$ cat config.mk
export PLATFORM = sky130hd
export DESIGN_NAME = traffic_phase_ctrl
export DESIGN_NICKNAME = d
export VERILOG_FILES = /design/src/rtl/traffic_phase_ctrl.sv
export SDC_FILE = /design/constraint.sdc
export NUM_CORES = 1
export LEC_CHECK = 0
export BUFFER_PORTS_ARGS = -buffer_cell sky130_fd_sc_hd__buf_2
export CAP_MARGIN = 15
export CORE_MARGIN = 2
export CORE_UTILIZATION = 45
export DETAILED_ROUTE_END_ITERATION = 10
export PLACE_DENSITY = 0.7
export SYNTH_ARGS = -nofsm -noshare
export SYNTH_HDL_FRONTEND = slang
export SYNTH_SLANG_ARGS = --single-unit
$ cat constraint.sdc
create_clock -name clk -period 2.02 [get_ports clk]
set_input_delay 0.101 -clock clk [delete_from_list [all_inputs] [get_ports clk]]
set_output_delay 0.101 -clock clk [all_outputs]
set_load 0.02 [all_outputs]
$ cat src/rtl/traffic_phase_ctrl.sv
`default_nettype none
// ============================================================================
// Module   : traffic_phase_ctrl
// Purpose  : Signal controller for NUM_PHASES mutually conflicting phases.
//            Cycles ALLRED -> GREEN -> YELLOW -> ALLRED. The next phase is
//            chosen round-robin by vehicle demand. Emergency preemption is
//            supported. All timing is derived from a one-second prescaler.
// Option   : `define TRAFFIC_PED_WALK_EN adds a pedestrian WALK interval,
//            which is entered from ALLRED when a request is pending. When
//            the macro is undefined, ped_req is ignored and walk is tied low.
// Ports    : clk          - system clock, rising-edge active
//            reset        - asynchronous active-low reset
//            sensor       - per-phase vehicle demand (level)
//            emerg        - emergency preemption request (level)
//            emerg_phase  - phase to serve while preempted
//            ped_req      - pedestrian request (pulse or level)
//            light        - 2-bit lamp code per phase: 00 red, 01 yellow, 10 green
//            active_phase - phase owning (or last owning) right-of-way
//            walk         - pedestrian walk lamp
//            sec_tick     - one-cycle pulse per elapsed second of a state
// Revision : 1.0 - initial release
// ============================================================================
module traffic_phase_ctrl #(
    parameter int NUM_PHASES = 2,
    parameter int CLK_DIV    = 2080000,
    parameter int GREEN_SEC  = 10,
    parameter int YELLOW_SEC = 3,
    parameter int ALLRED_SEC = 1,
    parameter int WALK_SEC   = 8
) (
    input  logic                          clk,
    input  logic                          reset,
    input  logic [NUM_PHASES-1:0]         sensor,
    input  logic                          emerg,
    input  logic [$clog2(NUM_PHASES)-1:0] emerg_phase,
    input  logic                          ped_req,
    output logic [2*NUM_PHASES-1:0]       light,
    output logic [$clog2(NUM_PHASES)-1:0] active_phase,
    output logic                          walk,
    output logic                          sec_tick
);

    localparam int c_PH_W    = $clog2(NUM_PHASES);
    localparam int c_PRE_W   = (CLK_DIV > 1) ? $clog2(CLK_DIV) : 1;
    localparam int c_MAX_GY  = (GREEN_SEC > YELLOW_SEC) ? GREEN_SEC : YELLOW_SEC;
    localparam int c_MAX_AW  = (ALLRED_SEC > WALK_SEC) ? ALLRED_SEC : WALK_SEC;
    localparam int c_MAX_DUR = (c_MAX_GY > c_MAX_AW) ? c_MAX_GY : c_MAX_AW;
    localparam int c_SEC_W   = $clog2(c_MAX_DUR + 1);

    localparam logic [c_PRE_W-1:0]    c_PRE_LAST    = c_PRE_W'(CLK_DIV - 1);
    localparam logic [c_SEC_W-1:0]    c_GREEN_LAST  = c_SEC_W'(GREEN_SEC - 1);
    // Saturation marker: green minimum has elapsed and the phase is holding.
    localparam logic [c_SEC_W-1:0]    c_GREEN_HOLD  = c_SEC_W'(GREEN_SEC);
    localparam logic [c_SEC_W-1:0]    c_YELLOW_LAST = c_SEC_W'(YELLOW_SEC - 1);
    localparam logic [c_SEC_W-1:0]    c_ALLRED_LAST = c_SEC_W'(ALLRED_SEC - 1);
`ifdef TRAFFIC_PED_WALK_EN
    localparam logic [c_SEC_W-1:0]    c_WALK_LAST   = c_SEC_W'(WALK_SEC - 1);
`endif
    localparam logic [c_PH_W-1:0]     c_LAST_PHASE  = c_PH_W'(NUM_PHASES - 1);
    localparam logic [NUM_PHASES-1:0] c_PH_ONE      = NUM_PHASES'(1);

    typedef enum logic [1:0] {
        ST_ALLRED = 2'd0,
        ST_GREEN  = 2'd1,
        ST_YELLOW = 2'd2
`ifdef TRAFFIC_PED_WALK_EN
        ,
        ST_WALK   = 2'd3
`endif
    } state_t;

    state_t                  state_q, state_d;
    logic [c_PH_W-1:0]       active_q, active_d;
    logic [c_PRE_W-1:0]      presc_q, presc_d;
    logic [c_SEC_W-1:0]      sec_q, sec_d;
    logic [2*NUM_PHASES-1:0] light_q, light_d;
    logic                    tick_q, tick_d;

    logic [c_SEC_W-1:0]      w_dur_last;
    logic [c_PH_W-1:0]       w_rr_next;
    logic                    w_tick;
    logic                    w_done;
    logic                    w_green_elapsed;
    logic                    w_emerg_vld;
    logic                    w_other_dem;
    logic                    w_ped_pend;

`ifdef TRAFFIC_PED_WALK_EN
    logic                    pend_q, pend_d;
    logic                    walk_q, walk_d;

    assign w_ped_pend = pend_q | ped_req;
    assign walk       = walk_q;
`else
    logic                    w_unused_ped;

    assign w_unused_ped = ped_req;
    assign w_ped_pend   = 1'b0;
    assign walk         = 1'b0;
`endif

    assign light        = light_q;
    assign active_phase = active_q;
    assign sec_tick     = tick_q;

    // ------------------------------------------------------------------
    // Timer decode
    // ------------------------------------------------------------------
    always_comb begin
        w_dur_last = c_ALLRED_LAST;
        case (state_q)
            ST_GREEN:  w_dur_last = c_GREEN_LAST;
            ST_YELLOW: w_dur_last = c_YELLOW_LAST;
`ifdef TRAFFIC_PED_WALK_EN
            ST_WALK:   w_dur_last = c_WALK_LAST;
`endif
            default:   w_dur_last = c_ALLRED_LAST;
        endcase
    end

    assign w_tick          = (presc_q == c_PRE_LAST);
    assign w_done          = w_tick && (sec_q == w_dur_last);
    assign w_green_elapsed = w_done || (sec_q == c_GREEN_HOLD);
    // An out-of-range emergency phase is treated as no request at all.
    assign w_emerg_vld     = emerg && (int'(emerg_phase) < NUM_PHASES);
    assign w_other_dem     = |(sensor & ~(c_PH_ONE << active_q));

    // ------------------------------------------------------------------
    // Round-robin search: first phase after active_q with demand. The
    // active phase itself is examined last. With no demand anywhere,
    // the next phase in sequence is taken.
    // ------------------------------------------------------------------
    always_comb begin
        int   idx;
        logic found;
        idx       = 0;
        found     = 1'b0;
        w_rr_next = (active_q == c_LAST_PHASE) ? '0 : active_q + 1'b1;
        for (int i = 1; i <= NUM_PHASES; i++) begin
            idx = int'(active_q) + i;
            if (idx >= NUM_PHASES) begin
                idx = idx - NUM_PHASES;
            end
            if (!found && sensor[c_PH_W'(idx)]) begin
                found     = 1'b1;
                w_rr_next = c_PH_W'(idx);
            end
        end
    end

    // ------------------------------------------------------------------
    // Next-state logic
    // ------------------------------------------------------------------
    always_comb begin
        state_d  = state_q;
        active_d = active_q;
        presc_d  = w_tick ? '0 : presc_q + 1'b1;
        sec_d    = w_tick ? sec_q + 1'b1 : sec_q;
`ifdef TRAFFIC_PED_WALK_EN
        pend_d   = pend_q | ped_req;
`endif
        case (state_q)
            ST_ALLRED: begin
                if (w_done) begin
                    if (w_emerg_vld) begin
                        // Preemption outranks a pending walk; the walk stays owed.
                        state_d  = ST_GREEN;
                        active_d = emerg_phase;
                    end
`ifdef TRAFFIC_PED_WALK_EN
                    else if (w_ped_pend) begin
                        state_d = ST_WALK;
                        pend_d  = 1'b0;
                    end
`endif
                    else begin
                        state_d  = ST_GREEN;
                        active_d = w_rr_next;
                    end
                end
            end
            ST_GREEN: begin
                // Once the minimum has run, park the second counter on the
                // hold marker so the exit can be taken on any later cycle.
                if (w_green_elapsed) begin
                    sec_d = c_GREEN_HOLD;
                end
                if (w_emerg_vld) begin
                    if (emerg_phase != active_q) begin
                        state_d = ST_YELLOW;
                    end
                end else if (w_green_elapsed && (w_other_dem || w_ped_pend)) begin
                    state_d = ST_YELLOW;
                end
            end
            ST_YELLOW: begin
                if (w_done) begin
                    state_d = ST_ALLRED;
                end
            end
`ifdef TRAFFIC_PED_WALK_EN
            ST_WALK: begin
                // Requests arriving during the walk are served by it.
                pend_d = 1'b0;
                if (w_done) begin
                    state_d = ST_ALLRED;
                end
            end
`endif
            default: state_d = ST_ALLRED;
        endcase

        // Every state entry starts timing from zero.
        if (state_d != state_q) begin
            presc_d = '0;
            sec_d   = '0;
        end
    end

    // ------------------------------------------------------------------
    // Registered outputs, decoded from the next state so the lamps line
    // up with the state register.
    // ------------------------------------------------------------------
    always_comb begin
        light_d = '0;
        for (int i = 0; i < NUM_PHASES; i++) begin
            if (c_PH_W'(i) == active_d) begin
                if (state_d == ST_GREEN) begin
                    light_d[2*i +: 2] = 2'b10;
                end else if (state_d == ST_YELLOW) begin
                    light_d[2*i +: 2] = 2'b01;
                end
            end
        end
    end

    assign tick_d = (presc_d == c_PRE_LAST);
`ifdef TRAFFIC_PED_WALK_EN
    assign walk_d = (state_d == ST_WALK);
`endif

    always_ff @(posedge clk or negedge reset) begin
        if (!reset) begin
            state_q  <= ST_ALLRED;
            active_q <= c_LAST_PHASE;
            presc_q  <= '0;
            sec_q    <= '0;
            light_q  <= '0;
            tick_q   <= 1'b0;
`ifdef TRAFFIC_PED_WALK_EN
            pend_q   <= 1'b0;
            walk_q   <= 1'b0;
`endif
        end else begin
            state_q  <= state_d;
            active_q <= active_d;
            presc_q  <= presc_d;
            sec_q    <= sec_d;
            light_q  <= light_d;
            tick_q   <= tick_d;
`ifdef TRAFFIC_PED_WALK_EN
            pend_q   <= pend_d;
            walk_q   <= walk_d;
`endif
        end
    end

endmodule
`default_nettype wire

==> flow_metrics.py, run 1 <==
metrics = {
    "grt": {
        "grt_max_degree": 34,
        "track_usage": 0.204,
        "use_met1": 0.247,
        "use_met3": 0.0361,
        "grt_overflow": 0,
        "use_met2": 0.345,
        "grt_pass1_wl_mm": 8.09,
        "grt_busiest_layer": "met2",
        "antenna_found_initial": 0,
        "grt_pass1_vias": 1895,
    },
    "yosys": {
        "ys_ff_latch": 33,
        "syn_inst": 225,
        "yosysWarnings": 0,
        "async_reset_ff_frac": 1.00,
        "synth_edf_count": 0,
        "netlist_area_sq_um": 1990,
        "ys_types": 53,
        "avgSynthCellArea_sq_um": 8.84,
        "yosys_most_used_dff": "dfrtp_1",
        "seq_area_frac_synth": 0.416,
        "syn_nets": 235,
    },
    "drt": {
        "drt_first_pass_iters": 4,
        "drtAntennaViolNets": 0,
        "drt_iter0_drc": 56,
        "vias_per_cell": 5.49,
        "wl_mm": 4.87,
        "avgRoutedWirePerCell_um": 14.6,
        "num_vias": 1829,
        "drc": 0,
    },
    "critical_path": {
        "ff2ff_path_depth": 6,
        "cp_max_fo": 2,
        "rr_startpoint": "presc_q[0]",
        "arrival_ns": 2.27,
        "worstSetupEndpointType": "register",
        "cp.required_ns": 2.24,
        "r2r-end": "sec_tick",
        "r2r_slack_ns": -0.03,
        "cp-start-kind": "register",
        "critical_path_class": "register to register",
    },
    "sta": {
        "tightest_slew_ns": 0.729,
        "finalCriticalPeriod_ns": 2.05,
        "finalCritPeriodShare": 1.02,
        "setup_viol": 5,
        "drv_slew": 0,
        "skew_ns": 0.00506,
        "hold_violations": 0,
        "rsz0062_at_grt": "true",
        "slew_headroom": 0.514,
        "clock.fmax_ghz": 0.488,
        "fin_ws_ns": -0.0307,
        "setup-tns-final_ns": -0.0684,
    },
    "final_layout": {
        "multi_input_area_sq_um": 1220,
        "area_delta_synth_final_pct": 34.0,
        "fin_nets": 290,
        "register_area_sq_um": 830,
        "final_util": 0.621,
        "nFillCells": 377,
        "n_antenna_cell": 0,
        "drive_gt1_frac": 0.363,
    },
    "run": {
        "drv_cap": 0,
    },
    "cts": {
        "cts.sinks": 33,
        "cts_buffer_depth": 2,
        "ctsHtreeMaxLevel": 2,
        "numCtsBuffers": 5,
        "clk_transition_reported_paths_ns": 0.07,
        "ctsRootBufferMaster": "clkbuf_8",
        "tritoncts": "yes",
        "clkLatencyLatePin_ns": 0.29,
    },
    "outcome": {
        "outcome": "finished, violations left",
        "violations": "negative setup slack",
    },
    "floorplanning": {
        "core_sq_um": 4290,
        "io_pins": 14,
        "die_h_um": 70.5,
        "die_area_sq_um": 4970,
        "die_w_um": 70.5,
        "rows": 24,
        "start_util": 0.463,
    },
    "power": {
        "p_per_area_nw_per_um2": 464,
        "seqPwrFrac": 0.534,
        "power.net_switching_uw": 262,
        "leakagePower_nw": 1.23,
        "comb_power_share": 0.021,
        "pwr-share-clk": 0.445,
        "vdd_drop_max_mv": 0.337,
        "p_int_uw": 976,
        "swShare": 0.212,
    },
    "placed_design": {
        "port_buffers": 11,
        "dp_hpwl_mm": 3.37,
        "gp_congestion": 0.904,
    },
    "min_path": {
        "min_to": "active_phase",
        "hp-class": "input port to register",
        "min_from": "emerg",
        "hold_depth": 4,
    },
}
## per-layer routing
metal	routed length, um	part of all wire
met1	2140	0.44
met2	2470	0.51
met3	152	0.031
met4	111	0.023
met5	0	0
## Yosys cell counts (6+ instances only)
master | instances | area, sq um
o21ai_0 | 6 | 30.0
xor2_1 | 10 | 87.6
nor3_1 | 6 | 30.0
nor2b_1 | 8 | 50.1
inv_1 | 7 | 26.3
dfrtp_1 | 32 | 801
nand2_1 | 18 | 67.6
xnor2_1 | 10 | 87.6
nor2_1 | 35 | 131
nand4_1 | 7 | 43.8
nand3_1 | 17 | 85.1
## repair_timing
action,CTS,global route
hold endpoints to repair,32,0
pin swaps,9,9
setup endpoints to repair,9,25
gates resized for setup,11,21
hold buffers,1,0
buffers inserted,4,5
## final cells by class
type,instances,area share
clock buffers,7,0.0361
clock inverters,1,0.00188
inverters,7,0.00985
multi-input cells,174,0.458
flip-flops and latches,33,0.311
well taps,52,0.0244
repair buffers,59,0.158
## sequential cells by signal, indices dropped and copies added (netlist names)
| name | flops |
|---|---|
| presc_q | 21 |
| light | 4 |
| sec_q | 4 |
| state_q | 2 |
| active_phase | 1 |
| sec_tick | 1 |
## layout by cell type, fill, tap and decap left out, types with 2 or more instances in the layout
cell type  synthesis  final
a21oi_1            5      5
and2_1             2      2
and3b_1            2      2
and4_1             2      2
buf_2              5     11
buf_4              1     46
clkbuf_8           0      7
dfrtp_1           32     30
dfrtp_2            0      2
ha_1               3      2
inv_1              7      6
mux2i_1            3      3
nand2_1           18     16
nand2_2            1      3
nand2b_1           2      2
nand3_1           17     16
nand3b_1           2      2
nand4_1            7      7
nor2_1            35     34
nor2b_1            8      8
nor3_1             6      4
nor3_2             1      3
nor4_1             3      2
o21ai_0            6      2
o21ai_1            0      2
o21ai_2            0      2
or4b_2             2      2
xnor2_1           10     10
xor2_1            10      9
## metrics by stage
stage / power, mW / cells / worst slack, ns / hold WS [ns] / area [sq um]
floorplan: 0.680 / 225 / 0.00471 / -0.195 / 2000
finish: 1.24 / 333 / -0.0307 / 0.245 / 2670
CTS: 1.25 / 329 / -0.0857 / 0.236 / 2540
global placement: 0.698 / 316 / -0.134 / 0.194 / 2360
detailed placement: 0.699 / 316 / -0.180 / 0.202 / 2360
global route: 1.27 / 333 / -0.158 / 0.291 / 2670
## worst max-delay path by stage
stage / start / end
6_report: presc_q[0] / sec_tick
5_1_grt: presc_q[1] / sec_tick
4_1_cts: presc_q[0] / sec_tick
3_5_place_dp: state_q[0] / light[3]
3_3_place_gp: presc_q[0] / sec_tick
2_1_floorplan: state_q[0] / light[3]
## kinds of logic after synthesis
| group | count (synthesis) | synth area share |
|---|---|---|
| AND/OR/NAND/NOR | 121 | 0.326 |
| flip-flops | 33 | 0.416 |
| AO/OA/AOI/OAI | 26 | 0.0956 |
| XOR/XNOR | 20 | 0.0880 |
| buffers and inverters | 18 | 0.0390 |
| adder cells (fa/ha/maj) | 3 | 0.0189 |
| multiplexers | 3 | 0.0151 |
| other | 1 | 0.00188 |
## critical path, cell delays in order (launching register included)
cell       delay (ns)
dfrtp_2          0.42
ha_4             0.26
inv_2            0.03
or4_4            0.50
a2111o_1         0.33
a2111oi_2        0.20
and4bb_1         0.24
## power by group through the flow
| stage | sequential [mW] | clock (mW) | combinational [mW] |
|---|---|---|---|
| after floorplan | 0.673 | 0 | 0.00703 |
| after global placement | 0.673 | 0 | 0.0249 |
| after detailed placement | 0.673 | 0 | 0.0257 |
| after CTS | 0.661 | 0.558 | 0.0272 |
| after global routing | 0.660 | 0.578 | 0.0308 |
| final | 0.661 | 0.550 | 0.0265 |
Note: power is estimated with default switching activity, not from simulation.
==> run 2, diff against run 1 <==
- RECOVER_POWER: unset -> 25
- SKIP_CTS_REPAIR_TIMING: unset -> 1
==> run 2 against run 1 <==
  * The run still ends with negative setup slack left
  * Register-to-register slack got worse by 0.08 ns
  * Sequential share of layout area rose by 1.0 points
  * Die area did not move
  * Count of clock-buffer cells in the layout did not move
  * Critical endpoint unchanged
  * Routed wire length fell by 3.7%
  * Critical path depth did not move
  * Flip-flop and latch count did not move
  * Largest power group unchanged
  * Global-route usage fell by 0.59 points
  * Maximum frequency fell by 3.7%
  * Sequential power barely moved
  * Hold slack got worse by 0.016 ns
==> flow_metrics.py, run 2 (synthesized netlist as in run 1, its figures left out) <==
metrics = {
    "outcome": {
        "outcome": "finished, violations left",
        "violations": "negative setup slack",
    },
    "power": {
        "p_int_uw": 976,
        "p_total_mw": 1.24,
        "power.net_switching_uw": 260,
        "leakagePower_nw": 1.15,
        "vdd_drop_max_mv": 0.336,
        "seqPwrFrac": 0.535,
        "pwr-share-clk": 0.444,
        "p_per_area_nw_per_um2": 479,
        "comb_power_share": 0.021,
        "swShare": 0.210,
    },
    "critical_path": {
        "rr_startpoint": "presc_q[0]",
        "critPathMaxStageDelay_ns": 0.48,
        "startpoint": "presc_q[0]",
        "worstSetupEndpointType": "register",
        "slowest_stage": "or4_1",
        "arrival_ns": 2.36,
        "crit_chain": "ha_4 -> xnor2_2 -> or4_1 -> a2111o_1 -> a2111oi_2 -> and4bb_1",
        "cp_max_fo": 6,
        "critical_path_class": "register to register",
        "cp-start-kind": "register",
        "cp.required_ns": 2.25,
    },
    "sta": {
        "clock.fmax_ghz": 0.469,
        "tightest_slew_ns": 0.805,
        "drv_slew": 0,
        "finalCriticalPeriod_ns": 2.13,
        "slew_headroom": 0.464,
        "skew_ns": 0.00357,
        "rsz0062_at_grt": "true",
        "fin_ws_ns": -0.110,
        "finalCritPeriodShare": 1.05,
        "hold_violations": 0,
        "setup_viol": 1,
    },
    "floorplanning": {
        "rows": 24,
        "die_area_sq_um": 4970,
        "start_util": 0.463,
        "io_pins": 14,
        "die_h_um": 70.5,
        "die_w_um": 70.5,
        "core_sq_um": 4290,
    },
    "grt": {
        "grt_overflow": 0,
        "grt_max_degree": 34,
        "grt_pass1_vias": 1848,
        "grt_pass1_wl_mm": 7.82,
        "antenna_found_initial": 0,
        "track_usage": 0.198,
    },
    "drt": {
        "wl_mm": 4.69,
        "vias_per_cell": 5.60,
        "num_vias": 1825,
        "drtAntennaViolNets": 0,
        "drt_first_pass_iters": 7,
        "drt_iter0_drc": 64,
        "drc": 0,
        "avgRoutedWirePerCell_um": 14.4,
    },
    "cts": {
        "tritoncts": "yes",
        "clkLatencyLatePin_ns": 0.29,
        "cts_buffer_depth": 2,
        "ctsHtreeMaxLevel": 2,
        "cts.sinks": 33,
        "clk_transition_reported_paths_ns": 0.07,
        "numCtsBuffers": 5,
        "ctsRootBufferMaster": "clkbuf_8",
    },
    "min_path": {
        "hp-class": "input port to register",
        "min_from": "emerg",
    },
    "placed_design": {
        "post-place-ws_ns": -0.180,
        "dp.cells": 316,
        "placed_cell_area_sq_um": 2360,
        "gp_congestion": 0.904,
        "dp_hpwl_mm": 3.37,
        "port_buffers": 11,
    },
    "run": {
        "drv_cap": 0,
    },
    "final_layout": {
        "final_common_cell": "buf_4",
        "area_delta_synth_final_pct": 29.7,
        "fin_nets": 283,
        "final_cell_mix": "buf_4 (40), nor2_1 (33), dfrtp_1 (30), nand2_1 (18), nand3_1 (16)",
        "drive_gt1_frac": 0.325,
        "fin_area_sq_um": 2580,
        "n_antenna_cell": 0,
        "final_cells": 326,
        "regMostFlops": "presc_q",
        "largest_reg_flops": 21,
    },
}
-- run 2: final timing paths --
path,to,slack [ns],cells after the start
setup / recovery,sec_tick,-0.11,6
hold / removal,active_phase,0.23,4
setup reg to reg,sec_tick,-0.11,6
hold reg to reg,presc_q[0],0.48,1
max in group asynchronous,presc_q[2],1.04,2
min in group asynchronous,presc_q[13],0.43,2
-- run 2: cell type report --
| class | count | area [sq um] |
|---|---|---|
| timing repair buffer | 52 | 359 |
| sequential | 33 | 830 |
| fill | 382 | 1710 |
| inverter | 7 | 26.3 |
| clock buffer | 7 | 96.3 |
| tap | 52 | 65.1 |
| clock inverter | 1 | 5.00 |
| multi-input combinational | 174 | 1200 |
-- run 2: per-layer routing --
| layer | wire length, um | GRT usage | part of all wire |
|---|---|---|---|
| met5 | 0 | 0 | 0 |
| met2 | 2350 | 0.327 | 0.50 |
| met4 | 123 | 0.109 | 0.026 |
| met3 | 200 | 0.0361 | 0.043 |
| met1 | 2020 | 0.242 | 0.43 |
-- run 2: stage by stage --
step | hold slack, ns | utilization | TNS, ns
final | 0.229 | 0.601 | -0.110
after global routing | 0.284 | 0.601 | -0.592
after CTS | -0.106 | 0.574 | -1.11
after detailed placement | 0.202 | 0.550 | -0.872
after global placement | 0.194 | 0.550 | -0.404
after floorplan | -0.195 | - | 0
-- run 2: power by group through the flow --
stage	sequential, mW	clock (mW)	combinational [mW]
2_1_floorplan	0.673	0	0.00703
3_3_place_gp	0.673	0	0.0249
3_5_place_dp	0.673	0	0.0257
4_1_cts	0.661	0.558	0.0258
5_1_grt	0.660	0.578	0.0308
6_report	0.661	0.548	0.0263
-- run 2: worst max-delay path, delay by kind of cell, from the launching register on --
kind | cells | cell delay, ns
AND/OR/NAND/NOR | 2 | 0.71
AO/OA/AOI/OAI | 2 | 0.59
flip-flops | 1 | 0.43
adder cells (fa/ha/maj) | 1 | 0.20
XOR/XNOR | 1 | 0.13
==> run 3, diff against run 2 <==
- CTS_BUF_LIST: unset -> sky130_fd_sc_hd__clkbuf_16
- RECOVER_POWER: 25 -> unset
==> run 3 against run 2 <==
  * Register-to-register slack about the same
  * Count of clock-buffer cells in the layout shrank 2
  * Flip-flop and latch count unchanged
  * Clock power rose by 29%
  * Final area grew 0.87%
  * Hold slack better by 0.00092 ns
  * Sequential share of layout area down 0.23 points
  * Maximum frequency is 0.43% lower
  * The flow still finishes with violations (negative setup slack)
  * Non-clock buffer count unchanged
  * Critical path depth stayed put
  * Critical path type unchanged
  * Highest routed layer unchanged
==> flow_metrics.py, run 3 (synthesized netlist as in run 1, its figures left out) <==
metrics = {
    "placed_design": {
        "port_buffers": 11,
        "dp.cells": 316,
        "dp_hpwl_mm": 3.37,
        "gp_congestion": 0.904,
    },
    "grt": {
        "grt_pass1_wl_mm": 7.87,
        "grt_max_degree": 34,
        "grt_pass1_vias": 1843,
        "antenna_found_initial": 0,
        "grt_overflow": 0,
        "track_usage": 0.199,
    },
    "critical_path": {
        "slowest_stage": "or4_1",
        "cp-start-kind": "register",
        "cp.required_ns": 2.23,
        "crit_chain": "ha_4 -> xnor2_2 -> or4_1 -> a2111o_1 -> a2111oi_2 -> and4bb_1",
        "critical_path_class": "register to register",
        "worstSetupEndpointType": "register",
        "cp_max_fo": 6,
        "arrival_ns": 2.35,
        "critPathMaxStageDelay_ns": 0.49,
        "startpoint": "presc_q[0]",
        "rr_startpoint": "presc_q[0]",
    },
    "final_layout": {
        "largest_reg_flops": 21,
        "n_antenna_cell": 0,
        "fin_nets": 283,
        "final_cell_mix": "buf_4 (40), nor2_1 (33), dfrtp_1 (29), nand2_1 (18), nand3_1 (16)",
        "regMostFlops": "presc_q",
        "final_cells": 326,
        "final_common_cell": "buf_4",
        "drive_gt1_frac": 0.321,
        "final_util": 0.606,
        "area_delta_synth_final_pct": 30.9,
    },
    "drt": {
        "drtAntennaViolNets": 0,
        "vias_per_cell": 5.56,
        "drt_first_pass_iters": 4,
        "drc": 0,
        "avgRoutedWirePerCell_um": 14.4,
        "drt_iter0_drc": 80,
        "num_vias": 1814,
        "wl_mm": 4.71,
    },
    "min_path": {
        "min_from": "emerg",
        "hp-class": "input port to register",
    },
    "power": {
        "vdd_drop_max_mv": 0.394,
        "p_total_mw": 1.39,
        "p_per_area_nw_per_um2": 535,
        "leakagePower_nw": 1.18,
    },
    "cts": {
        "tritoncts": "yes",
        "cts.sinks": 33,
        "numCtsBuffers": 5,
        "ctsRootBufferMaster": "clkbuf_16",
        "clk_transition_reported_paths_ns": 0.05,
        "clkLatencyLatePin_ns": 0.27,
        "cts_buffer_depth": 2,
        "ctsHtreeMaxLevel": 2,
    },
    "floorplanning": {
        "io_pins": 14,
        "die_h_um": 70.5,
        "core_sq_um": 4290,
        "rows": 24,
        "die_area_sq_um": 4970,
        "start_util": 0.463,
        "die_w_um": 70.5,
    },
    "sta": {
        "skew_ns": 0.00115,
        "setup-tns-final_ns": -0.120,
        "timing.hold.ws_ns": 0.230,
        "setup_viol": 1,
        "hold_violations": 0,
        "drv_slew": 0,
        "finalCriticalPeriod_ns": 2.14,
        "slew_headroom": 0.513,
        "finalCritPeriodShare": 1.06,
        "rsz0062_at_grt": "true",
        "clock.fmax_ghz": 0.467,
        "tightest_slew_ns": 0.730,
        "fin_ws_ns": -0.120,
    },
    "run": {
        "drv_cap": 0,
    },
    "outcome": {
        "violations": "negative setup slack",
        "outcome": "finished, violations left",
    },
}
## run 3: worst paths after layout
kind | to | cells after the start | slack (ns)
setup / recovery | sec_tick | 6 | -0.12
max in group asynchronous | presc_q[2] | 2 | 1.08
min in group asynchronous | presc_q[13] | 2 | 0.43
setup reg to reg | sec_tick | 6 | -0.12
hold reg to reg | presc_q[0] | 1 | 0.48
hold / removal | active_phase | 4 | 0.23
## run 3: area by class of cell
cell class / count / area [sq um]
tap: 52 / 65.1
sequential: 33 / 831
clock inverter: 3 / 12.5
timing repair buffer: 52 / 365
clock buffer: 5 / 125
multi-input combinational: 174 / 1180
inverter: 7 / 26.3
fill: 387 / 1690
## run 3: critical path: cells and delay by family, from the launching register on
family | cells | cell delay, ns
flops | 1 | 0.43
simple gates | 2 | 0.72
xor+xnor | 1 | 0.14
fa+ha+maj | 1 | 0.20
compound gates | 2 | 0.60
## run 3: power breakdown
group          total [mW]  internal [mW]  switching, mW  leakage [nW]
clock network       0.705          0.445          0.261        0.0687
logic              0.0260        0.00709         0.0189         0.692
registers           0.662          0.662              0         0.419
## run 3: metal layers
metal | GRT usage | up-vias | routed length, um
li1 | - | 879 | -
met4 | 0.0876 | 0 | 100
met5 | 0 | - | 0
met1 | 0.241 | 869 | 2000
met3 | 0.0548 | 14 | 253
met2 | 0.329 | 52 | 2350
## run 3: through the flow
| step | instance area, sq um | setup WS [ns] |
|---|---|---|
| detailed placement | 2360 | -0.180 |
| finish | 2600 | -0.120 |
| global placement | 2360 | -0.134 |
| global route | 2600 | -0.192 |
| floorplan | 2000 | 0.00471 |
| CTS | 2500 | -0.194 |
